--- config.mk ---
export PLATFORM = sky130hd
export DESIGN_NAME = ga_sync_int
export DESIGN_NICKNAME = d
export VERILOG_FILES = /design/src/rtl/ga_pkg.sv /design/src/rtl/ga_sync_shaper.sv /design/src/rtl/ga_sync_int.sv
export SDC_FILE = /design/constraint.sdc
export NUM_CORES = 1
export LEC_CHECK = 0
export ABC_AREA = 1
export ABC_CLOCK_PERIOD_IN_PS = 1500
export BUFFER_PORTS_ARGS = -buffer_cell sky130_fd_sc_hd__clkbuf_2
export CELL_PAD_IN_SITES_DETAIL_PLACEMENT = 1
export CELL_PAD_IN_SITES_GLOBAL_PLACEMENT = 2
export CORE_UTILIZATION = 30
export CTS_BUF_LIST = sky130_fd_sc_hd__clkbuf_8
export DETAILED_ROUTE_END_ITERATION = 6
export GPL_TIMING_DRIVEN = 0
export PLACE_DENSITY_LB_ADDON = 0.1
export SKIP_LAST_GASP = 1
export SLEW_MARGIN = 40
export SYNTH_ARGS = -nofsm -noshare
export SYNTH_HDL_FRONTEND = slang
export SYNTH_SLANG_ARGS = --single-unit
--- constraint.sdc ---
create_clock -name CLOCK -period 1.5 [get_ports CLOCK]
set_clock_uncertainty 0.1 [all_clocks]
set_input_delay 0.3 -clock CLOCK [delete_from_list [all_inputs] [get_ports CLOCK]]
set_output_delay 0.3 -clock CLOCK [all_outputs]
set_load 0.05 [all_outputs]
--- src/rtl/ga_pkg.sv ---
// Shared constants for the gate-array sync/interrupt slice: interrupt counter
// limits and RMR register bit positions.
package ga_pkg;

    localparam int INT_LINES      = 52;
    localparam int INT_RESYNC_MIN = 32;

    localparam int RMR_INT_RST = 4;
    localparam int RMR_MODE_HI = 1;
    localparam int RMR_MODE_LO = 0;

endpackage

--- src/rtl/ga_sync_shaper.sv ---
// Saturating step counter with a windowed, level-gated output pulse; used for
// both monitor HSYNC (step every char) and monitor VSYNC (step every line).
module ga_sync_shaper #(
    parameter int CW    = 4,
    parameter int DELAY = 3,
    parameter int WIDTH = 4
) (
    input  logic          clk,
    input  logic          rst_n,
    input  logic          clken,
    input  logic          clr,
    input  logic          step,
    input  logic          level,
    output logic [CW-1:0] cnt,
    output logic          pulse
);

    localparam logic [CW-1:0] LO_C  = CW'(DELAY);
    localparam logic [CW-1:0] HI_C  = CW'(DELAY + WIDTH);
    localparam logic [CW-1:0] MAX_C = {CW{1'b1}};
    localparam logic [CW-1:0] ONE_C = {{(CW-1){1'b0}}, 1'b1};

    logic [CW-1:0] next_s;

    // next count: clear dominates, otherwise saturating increment on a step
    always_comb begin
        next_s = cnt;
        if (clr) begin
            next_s = {CW{1'b0}};
        end else if (step && level) begin
            next_s = (cnt == MAX_C) ? cnt : cnt + ONE_C;
        end else begin
            next_s = cnt;
        end
    end

    // count and pulse register, advanced only on the char-clock enable
    always_ff @(posedge clk) begin
        if (!rst_n) begin
            cnt   <= {CW{1'b0}};
            pulse <= 1'b0;
        end else if (clken) begin
            cnt   <= next_s;
            pulse <= level & (next_s >= LO_C) & (next_s < HI_C);
        end
    end

endmodule

--- src/rtl/ga_sync_int.sv ---
// Gate-array CRTC sync receiver: shaped monitor syncs, 52-line raster
// interrupt with VSYNC resync and acknowledge, and HSYNC-latched screen mode.
module ga_sync_int #(
    parameter int HS_DELAY  = 2,
    parameter int HS_WIDTH  = 4,
    parameter int VS_DELAY  = 2,
    parameter int VS_WIDTH  = 4,
    parameter int INT_LINES = ga_pkg::INT_LINES
) (
    input  logic       CLOCK,
    input  logic       nRESET,
    input  logic       CLKEN,
    input  logic       HSYNC_IN,
    input  logic       VSYNC_IN,
    input  logic       INT_ACK,
    input  logic       RMR_WR,
    input  logic [4:0] RMR_DI,
    output logic       INT,
    output logic       HSYNC_OUT,
    output logic       VSYNC_OUT,
    output logic [1:0] MODE,
    output logic [5:0] R52
);
    import ga_pkg::*;

    localparam logic [5:0] WRAP_C       = 6'(INT_LINES);
    localparam logic [5:0] RESYNC_MIN_C = 6'(INT_RESYNC_MIN);
    localparam logic [2:0] RESYNC_PRE_C = 3'(VS_DELAY - 1);

    logic       hs_prev_r;
    logic       vs_prev_r;
    logic [1:0] mode_pend_r;
    logic [3:0] hs_cnt_s;
    logic [2:0] vs_cnt_s;
    logic       hs_fall_s;
    logic       vs_rise_s;
    logic       resync_s;
    logic       set_s;
    logic [5:0] inc_s;
    logic [5:0] r52_next_s;
    logic       int_next_s;

    assign hs_fall_s = CLKEN & hs_prev_r & ~HSYNC_IN;
    assign vs_rise_s = CLKEN & ~vs_prev_r & VSYNC_IN;
    // the falling edge that lifts the line count inside VSYNC to VS_DELAY
    assign resync_s  = hs_fall_s & VSYNC_IN & ~vs_rise_s & (vs_cnt_s == RESYNC_PRE_C);
    assign inc_s     = R52 + 6'd1;

    // HSYNC delay is counted from the first high sample, which already reads 1
    ga_sync_shaper #(.CW(4), .DELAY(HS_DELAY + 1), .WIDTH(HS_WIDTH)) u_hs (
        .clk   (CLOCK),
        .rst_n (nRESET),
        .clken (CLKEN),
        .clr   (~HSYNC_IN),
        .step  (1'b1),
        .level (HSYNC_IN),
        .cnt   (hs_cnt_s),
        .pulse (HSYNC_OUT)
    );

    ga_sync_shaper #(.CW(3), .DELAY(VS_DELAY), .WIDTH(VS_WIDTH)) u_vs (
        .clk   (CLOCK),
        .rst_n (nRESET),
        .clken (CLKEN),
        .clr   (vs_rise_s),
        .step  (hs_fall_s),
        .level (VSYNC_IN),
        .cnt   (vs_cnt_s),
        .pulse (VSYNC_OUT)
    );

    // interrupt counter next state: line step, then ack, then RMR reset on top
    always_comb begin
        r52_next_s = R52;
        int_next_s = INT;
        set_s      = 1'b0;
        if (hs_fall_s) begin
            if (resync_s) begin
                r52_next_s = 6'd0;
                if ((R52 >= RESYNC_MIN_C) || (inc_s == WRAP_C)) begin
                    int_next_s = 1'b1;
                    set_s      = 1'b1;
                end else begin
                    int_next_s = INT;
                end
            end else if (inc_s == WRAP_C) begin
                r52_next_s = 6'd0;
                int_next_s = 1'b1;
                set_s      = 1'b1;
            end else begin
                r52_next_s = inc_s;
            end
        end else begin
            r52_next_s = R52;
        end
        if (INT_ACK) begin
            r52_next_s[5] = 1'b0;
            int_next_s    = set_s;
        end else begin
            int_next_s = int_next_s;
        end
        if (RMR_WR && RMR_DI[RMR_INT_RST]) begin
            r52_next_s = 6'd0;
            int_next_s = 1'b0;
        end else begin
            r52_next_s = r52_next_s;
        end
    end

    // interrupt, mode latch and edge-history registers
    always_ff @(posedge CLOCK) begin
        if (!nRESET) begin
            INT         <= 1'b0;
            R52         <= 6'd0;
            MODE        <= 2'd0;
            mode_pend_r <= 2'd0;
            hs_prev_r   <= 1'b0;
            vs_prev_r   <= 1'b0;
        end else begin
            INT <= int_next_s;
            R52 <= r52_next_s;
            if (RMR_WR) begin
                mode_pend_r <= RMR_DI[RMR_MODE_HI:RMR_MODE_LO];
            end
            if (CLKEN) begin
                hs_prev_r <= HSYNC_IN;
                vs_prev_r <= VSYNC_IN;
                if (HSYNC_IN && (hs_cnt_s == 4'd0)) begin
                    MODE <= mode_pend_r;
                end
            end
        end
    end

endmodule

Yosys cells after proc, flatten, opt, wreduce, memory -nomap -nowiden --
Cells that the tools add are included.
Word-level totals: bits in registers 22, bits in latches 0, RAM bits 0, memory bits (read-only) 0, input bits 12, output and inout bits 11, logic and storage cells 66, memories 0
Cells by class: $add $sub $neg 3, multiply operators 0, divide/modulo/power cells 0, magnitude comparators 5, equal/unequal tests 5, shift operators 0, mux-type cells 16, bitwise operators 15, reduce and logical (&&, ||, !) cells 11
Operators with widths (count):
- 6-bit two-way mux | 2
- 1-bit AND | 11
- 1-bit two-way mux | 9
- 3-bit two-way mux | 3
- 4-bit two-way mux | 2
- 6-bit by 1-bit adder with 6-bit output (second input constant) | 1
- 6-bit equality test (second input constant) | 1
- 6-bit greater-or-equal comparator (second input constant) | 1
- 4-bit by 1-bit adder with 4-bit output (second input constant) | 1
- 4-bit equality test (second input constant) | 1
- 4-bit by 2-bit greater-or-equal comparator with 1-bit output (second input constant) | 1
- 4-bit zero test | 1
- 4-bit by 3-bit less-than comparator with 1-bit output (second input constant) | 1
- 1-bit inverter | 4
- 3-bit by 1-bit adder with 3-bit output (second input constant) | 1
- 3-bit by 1-bit equality test with 1-bit output (second input constant) | 1
- 3-bit equality test (second input constant) | 1
- 3-bit by 2-bit greater-or-equal comparator with 1-bit output (second input constant) | 1
- 1-bit logical AND | 3
- 3-bit less-than comparator (second input constant) | 1
- 3-bit by 2-bit inequality test with 1-bit output (second input constant) | 1
- 3-bit AND reduction | 1
- 3-bit nonzero test | 1
- 3-bit OR reduction | 1
- other kinds (4) | 4

Depth between registers and ports, before layout --
Gate-level depths: netlist (run 1).
word-level depth 9, mapped depth 10, gate-level depth less buffers 10

Hierarchy --
A second synthesis (run 1) with hierarchy kept.
Unflattened totals: cells, all modules 201, area total of the unflattened synthesis 1386.3 um^2
By module, submodules not included:
- ga_sync_int | instances 1, cells each 110, area an instance 744.5 um^2, seq. area each 260.2 um^2
- ga_sync_shaper at u_hs | instances 1, cells each 55, area an instance 365.4 um^2, seq. area each 100.1 um^2
- ga_sync_shaper at u_vs | instances 1, cells each 36, area an instance 276.5 um^2, seq. area each 80.1 um^2

Least setup slack after synthesis (run 1) --
Ideal clock, no wire load.
path kind reg2reg, start point reg R52[1], end point reg INT, setup time 0.069 ns, arrival time 1.513 ns, path slack -0.182 ns, cell stages (with the launch flop) 7, period minus slack after synthesis 1.682 ns, cells stage by stage dfxtp_1 -> ha_1 -> nand4_1 -> nand3b_1 -> o21ai_1 -> nand3_1 -> o21ai_1
Between the ends: word-level cells in the longest chain between the ends 7
RTL lines:
- start, declared | RTL line ga_sync_int.sv:22 | output logic [5:0] R52
- start signal, assigned | RTL line ga_sync_int.sv:121 | R52 <= r52_next_s;
- 6-bit by 1-bit adder with 6-bit output | RTL line ga_sync_int.sv:47 | assign inc_s = R52 + 6'd1;
- 6-bit equality test | RTL line ga_sync_int.sv:80, ga_sync_int.sv:86
- 1-bit logical OR | RTL line ga_sync_int.sv:80 | if ((R52 >= RESYNC_MIN_C) || (inc_s == WRAP_C)) begin
- 1-bit two-way mux | RTL line ga_sync_int.sv:80
- 1-bit two-way mux | RTL line ga_sync_int.sv:78 | if (resync_s) begin
- 1-bit two-way mux | RTL line ga_sync_int.sv:77 | if (hs_fall_s) begin
- 1-bit two-way mux | RTL line ga_sync_int.sv:96 | if (INT_ACK) begin
- end signal, assigned | RTL line ga_sync_int.sv:120 | INT <= int_next_s;
- end, declared | RTL line ga_sync_int.sv:18 | output logic INT,
Several ways; a longest one is shown, not always the timed one. A chain may end at the register's enable or synchronous reset.

Final worst setup path (run 1) --
start point reg u_hs.cnt[0], end point reg u_hs.pulse
Between the ends: word-level cells in the longest chain between the ends 6
RTL lines:
- start, declared | RTL line ga_sync_shaper.sv:14 | output logic [CW-1:0] cnt,
- start signal, assigned | RTL line ga_sync_shaper.sv:40 | cnt <= {CW{1'b0}};
- start signal, assigned | RTL line ga_sync_shaper.sv:43 | cnt <= next_s;
- 4-bit by 1-bit adder with 4-bit output / 4-bit equality test (equally long branches) | RTL line ga_sync_shaper.sv:31 | next_s = (cnt == MAX_C) ? cnt : cnt + ONE_C;
- 4-bit two-way mux * | RTL line ga_sync_shaper.sv:31
- 4-bit two-way mux * | RTL line ga_sync_shaper.sv:28 | if (clr) begin
- 4-bit by 2-bit greater-or-equal comparator with 1-bit output | RTL line ga_sync_shaper.sv:44 | pulse <= level & (next_s >= LO_C) & (next_s < HI_C);
- 1-bit AND | RTL line ga_sync_shaper.sv:44
- 1-bit AND * | RTL line ga_sync_shaper.sv:44
- end signal, assigned | RTL line ga_sync_shaper.sv:44
- end, declared | RTL line ga_sync_shaper.sv:15 | output logic pulse
Mark *: on every way between the ends. The rest lies on a longest branch, timed or not.

==> metrics.yaml, run 1 <==
status: "completed"
p_int_uw: 1010
synthesis.area_um2: 1230
num_vias: 1206
hold_path.class: "in -> reg"
synth_ff_type: "dfxtp_1"
die_w_um: 66.0
tightest_slew_ns: 0.280
synth_edf_count: 0
track_usage_pct: 14.6
fin_crit_sh_pct: 98.0
nNetsFinal: 224
cap_viol_max_count: 0
ys_top_cells_by_count: "nand2_1 (40), inv_1 (24), dfxtp_1 (22)"
rsz0062_at_grt: "true"
ys_async_sr_fraction_pct: 0
via_per_inst: 4.77
io_pins: 23
drive_gt1_share_pct: 34.6
area_delta_synth_final_pct: 31.2
clockBufferDepth: 2
power.density_nw_per_um2: 826
startpoint_type: "flip-flop"
setup_viol: 0
ant_nets: 0
yosysTopAreaCell: "dfxtp_1"
finalPower_uw: 1330
ir_drop_uv: 336
routed_wl_mm: 3.05
crit_path_top_delay_cell: "dfxtp_4"
rows: 22
reg2reg_slack_ns: 0.03
layout_min_cycle_time_ns: 1.47
worst-endpoint-required_ns: 1.60
ys_seq_area_share_pct: 35.8
drtPass1Iterations: 3
synthMuxAreaShare_pct: 0
crit_arrival_ns: 1.57
grt_pass1_wl_mm: 4.93
drv_slew: 0
cts_tree: "done"
postSynthCellCount: 178
portBuffers: 20
power_frac_seq_pct: 46.6
cts_max_level: 1
hpwl_mm: 2.37
dieArea_um2: 4360
grt-ovfl-total: 0
timing.hold.ws_ns: 0.177
yosys.area_share.simple_pct: 32.8
p_sw_uw: 320
grt_max_degree: 14
synth_nets: 196
ys_types: 24
synth.most_common_cell: "nand2_1"
synth_top_family_by_area: "simple AND/OR/NAND/NOR gates"
avgSynthCellArea_um2: 6.90
start_util_pct: 32.3
drtIter0Drc: 29
antenna_found_initial: 0
maxSlewHeadroom_pct: 81.4
synth_seq_cells: 22
yosysTopAreaCellShare_pct: 35.8
crit_chain: "inv_4, ha_4, inv_2, nand2_2, nand2_2, nor2_4, nand2_1, nand3_2, nand3_2, a21oi_2"
synthAdderAreaFrac_pct: 6.11
synth_warnings: 0
p_leak_uw: 0.000653
report.final.hold_viol_count: 0
die_y_um: 66.0
clkPwrFrac_pct: 41.2
crit_type: "reg -> reg"
place_congestion: 0.767
worstSkewPairLatency_ns: 0.26
coreArea_um2: 3800
cts_buffers: 3
synth_area_leaders: "dfxtp_1 (36%), nand2_1 (12%), inv_1 (7.3%)"
root_buffer: "clkbuf_8"
clkSlewWorstSetupHoldPaths_ns: 0.08
drcViolationCount: 0
numClockSinks: 22
fmaxAchievable_mhz: 680
cts_hold_buf: 0
post_drt_wl_per_cell_um: 12.1
p_sw_share_pct: 24.0
synth_xor_area_share_pct: 2.14
critical_path.max_stage_delay_ns: 0.40
cp-end-kind: "flip-flop"
grt_pass1_vias: 1148
diodes: 0
synth_compound_area_share_pct: 13.6
combPwrFrac_pct: 12.2
path_max_fanout: 6
## path summary, 6_finish.rpt
| check | start | endpoint | depth (start not counted) |
|---|---|---|---|
| worst min-delay path | RMR_DI[1] | mode_pend_r[1] | 3 |
| worst max-delay path | u_hs.cnt[0] | u_hs.pulse | 10 |
| worst max register to register | u_hs.cnt[0] | u_hs.pulse | 10 |
| worst min register to register | INT | INT | 2 |
## power groups by stage
stage | registers, µW | clock network [µW] | logic (µW)
6_report | 620 | 549 | 163
5_1_grt | 623 | 592 | 183
3_3_place_gp | 632 | 0 | 139
4_1_cts | 620 | 575 | 146
2_1_floorplan | 647 | 0 | 79.0
3_5_place_dp | 634 | 0 | 143
## cell families (layout without fill, tap and decap cells)
| logic type | Yosys count | after routing |
|---|---|---|
| AO/OA/AOI/OAI | 30 | 30 |
| XOR/XNOR | 3 | 3 |
| adder cells (fa/ha/maj) | 6 | 6 |
| buffers and inverters | 29 | 56 |
| flip-flops | 22 | 22 |
| AND/OR/NAND/NOR | 88 | 88 |
## stage by stage
step | setup TNS (ns) | cell area [µm²] | instances | worst slack, ns | utilization, %
final | 0 | 1610 | 253 | 0.0296 | 42.4
after global routing | -0.114 | 1610 | 253 | -0.0906 | 42.4
after CTS | -0.0160 | 1480 | 250 | -0.0160 | 39.0
after detailed placement | -0.258 | 1400 | 246 | -0.0931 | 36.7
after global placement | -0.105 | 1400 | 246 | -0.0371 | 36.7
after floorplan | 0 | 1230 | 178 | 0.0398 | -
## cell usage in the layout, fill, tap and decap left out, types with 3 or more instances in the layout
cell type and instances:
nand3_1 11, o21ai_0 9, nor2_1 19, inv_1 20, inv_2 7, nand3_2 4, a21oi_2 3, buf_4 3
nand4_1 6, clkbuf_8 3, a21oi_1 13, dfxtp_2 7, nand2_1 34, dfxtp_4 3, ha_4 4, dfxtp_1 12
clkbuf_2 20, nand2_2 7
## per-layer routing
metal	wire [µm]	vias up	GRT usage, %
met5	0	-	0
met1	1470	560	18.4
met2	1470	15	25.6
met3	88	2	2.24
met4	18	0	3.99
li1	-	629	-
## critical path, delay by kind of cell, from the launching register on
kind | cells | cell delay, ns
adder cells (fa/ha/maj) | 1 | 0.26
AND/OR/NAND/NOR | 6 | 0.45
flip-flops | 1 | 0.40
AO/OA/AOI/OAI | 1 | 0.13
buffers and inverters | 2 | 0.08
## layout make-up
type / instances / area (µm²)
flip-flops and latches: 22 / 460
clock buffers: 3 / 41.3
repair buffers: 23 / 123
well taps: 48 / 60.1
clock inverters: 1 / 30.0
inverters: 28 / 108
plain buffers: 1 / 11.3
fillers: 479 / 2190
multi-input cells: 127 / 778
## flip-flops by register name, summed over array words and instances, names as in the netlist, 2 cells and up
register,cells
mode_pend_r,2
MODE,2
R52,6
u_hs.cnt,4
u_vs.cnt,3
## what timing repair did
action	4_1_cts	5_1_grt
hold endpoints to repair	0	0
gates resized for setup	4	29
gates cloned	0	0
pin swaps	0	11
setup buffers	0	3
setup endpoints to repair	2	5
No activity file was read; power rests on OpenSTA's default activity.
==> run 2, diff against run 1 <==
--- a/config.mk
+++ b/config.mk
@@ -10,13 +10,13 @@
 export BUFFER_PORTS_ARGS = -buffer_cell sky130_fd_sc_hd__clkbuf_2
 export CELL_PAD_IN_SITES_DETAIL_PLACEMENT = 1
 export CELL_PAD_IN_SITES_GLOBAL_PLACEMENT = 2
+export CORE_MARGIN = 8
 export CORE_UTILIZATION = 30
 export CTS_BUF_LIST = sky130_fd_sc_hd__clkbuf_8
 export DETAILED_ROUTE_END_ITERATION = 6
-export GPL_TIMING_DRIVEN = 0
 export PLACE_DENSITY_LB_ADDON = 0.1
 export SKIP_LAST_GASP = 1
-export SLEW_MARGIN = 40
+export SLEW_MARGIN = 20
 export SYNTH_ARGS = -nofsm -noshare
 export SYNTH_HDL_FRONTEND = slang
 export SYNTH_SLANG_ARGS = --single-unit
==> metrics.yaml, run 2 (synthesis results as in run 1) <==
status: "completed"
final_cell_area_um2: 1580
drcViolationCount: 0
io_pins: 23
largestRegisters: "R52 x6, u_hs.cnt x4, u_vs.cnt x3"
cp_top_family: "simple AND/OR/NAND/NOR gates"
cp.depth: 10
worstSetupEndpoint: "u_hs.pulse"
reg2reg_from: "u_hs.cnt[0]"
rsz0062_at_grt: "true"
startpoint_type: "flip-flop"
crit_chain: "inv_4, ha_4, inv_2, nand2_2, nand2_2, nor2_4, nand2_1, nand3_1, nand3_1, a21oi_1"
cts_tree: "done"
report.final.hold_viol_count: 0
dieArea_um2: 6400
p_int_uw: 1020
diodes: 0
cap_viol_max_count: 0
track_usage_pct: 10.9
start_util_pct: 30.9
finalPower_uw: 1340
mostFrequentLayoutCells: "nand2_1 (38), inv_1 (22), clkbuf_2 (20)"
worst-endpoint-required_ns: 1.59
crit_path_top_delay_cell: "dfxtp_4"
coreArea_um2: 3970
area_delta_synth_final_pct: 28.6
place_congestion: 0.746
cts_buffers: 3
worstSkewPairLatency_ns: 0.26
placedInstanceArea_um2: 1440
fmaxAchievable_mhz: 675
crit_type: "reg -> reg"
tightest_slew_ns: 0.280
p_leak_uw: 0.000671
portBuffers: 20
crit_arrival_ns: 1.57
critical_path.max_stage_delay_ns: 0.40
via_per_inst: 4.73
path_max_fanout: 6
drv_slew: 0
cts_hold_buf: 0
hold_path.class: "in -> reg"
drtIter0Drc: 53
fin_crit_sh_pct: 98.7
largest_reg_flops: 6
combPwrFrac_pct: 12.6
power_frac_seq_pct: 46.4
p_sw_share_pct: 23.8
ant_nets: 0
maxSlewHeadroom_pct: 81.4
clkPwrFrac_pct: 41.0
layout_min_cycle_time_ns: 1.48
drive_gt1_share_pct: 29.0
drtPass1Iterations: 4
post_drt_wl_per_cell_um: 12.6
reg2reg_depth: 10
num_vias: 1230
grt_pass1_vias: 1306
crit_start: "u_hs.cnt[0]"
p_sw_uw: 317
grt_pass1_wl_mm: 5.69
antenna_found_initial: 0
grt-ovfl-total: 0
die_y_um: 80.0
grt_max_degree: 14
hpwl_mm: 2.65
cp_num_buf_inv: 2
rows: 23
clockBufferDepth: 2
layout_commonest_cell: "nand2_1"
root_buffer: "clkbuf_8"
nFillCells: 517
die_w_um: 80.0
reg2reg_slack_ns: 0.02
utilization_pct: 39.8
ir_drop_uv: 668
r2r-end: "u_hs.pulse"
numClockSinks: 22
nNetsFinal: 229
power.density_nw_per_um2: 845
clkSlewWorstSetupHoldPaths_ns: 0.08
cts_max_level: 1
largest-register: "R52"
setup_viol: 0
routed_wl_mm: 3.27
cp-end-kind: "flip-flop"
==> run 2: cell count changes in the layout (fill, tap and decap cells not counted), sizes merged <==
cell / change
buf: +5
==> run 2: power by group through the flow <==
stage	Sequential [µW]	Combinational [µW]	Clock, µW
2_1_floorplan	647	79.0	0
3_3_place_gp	631	149	0
3_5_place_dp	633	154	0
4_1_cts	618	155	567
5_1_grt	623	189	595
6_report	619	169	548
==> run 2: per-layer routing <==
metal,share of wire [%],wire (µm),up-vias,GRT usage [%]
li1,-,-,639,-
met2,49,1600,15,19.2
met4,0.67,22,0,1.64
met3,4.3,141,2,3.15
met5,0,0,-,0
met1,46,1500,574,12.8
==> run 2: tightest hold or removal path, delay by kind of cell <==
kind,cells,cell delay [ns]
buffers and inverters,1,0.08
AND/OR/NAND/NOR,2,0.12
==> run 2: worst min-delay path by stage <==
| stage | start | to | cells past startpoint |
|---|---|---|---|
| after floorplan | RMR_DI[0] | mode_pend_r[0] | 2 |
| after global placement | INT | INT | 2 |
| after detailed placement | INT | INT | 2 |
| after CTS | RMR_DI[1] | mode_pend_r[1] | 3 |
| after global routing | RMR_DI[1] | mode_pend_r[1] | 3 |
| final | RMR_DI[1] | mode_pend_r[1] | 3 |
==> run 2: layout make-up <==
type                            instances  area [µm²]  share of cell area [%]
Clock buffer                            3        41.3                    2.61
Sequential cell                        22         455                    28.8
Clock inverter                          1        30.0                    1.90
Multi-Input combinational cell        127         716                    45.3
Inverter                               28         108                    6.81
Timing Repair Buffer                   29         168                    10.6
Tap cell                               50        62.6                    3.96
==> run 2: metrics by stage <==
stage	TNS (ns)	hold slack (ns)	worst slack [ns]	std cells
floorplan	0	0.335	0.0398	178
global placement	-0.00438	0.346	-0.00438	254
detailed placement	-0.0609	0.361	-0.0582	254
CTS	0	0.170	0.00529	258
global route	-0.0889	0.178	-0.0889	260
finish	0	0.171	0.0195	260
==> run 2: what timing repair did <==
item	4_1_cts	5_1_grt
pin swaps	0	5
endpoints found under the hold margin	0	0
buffers inserted	0	2
gates resized for setup	3	12
endpoints found under the setup margin	1	8
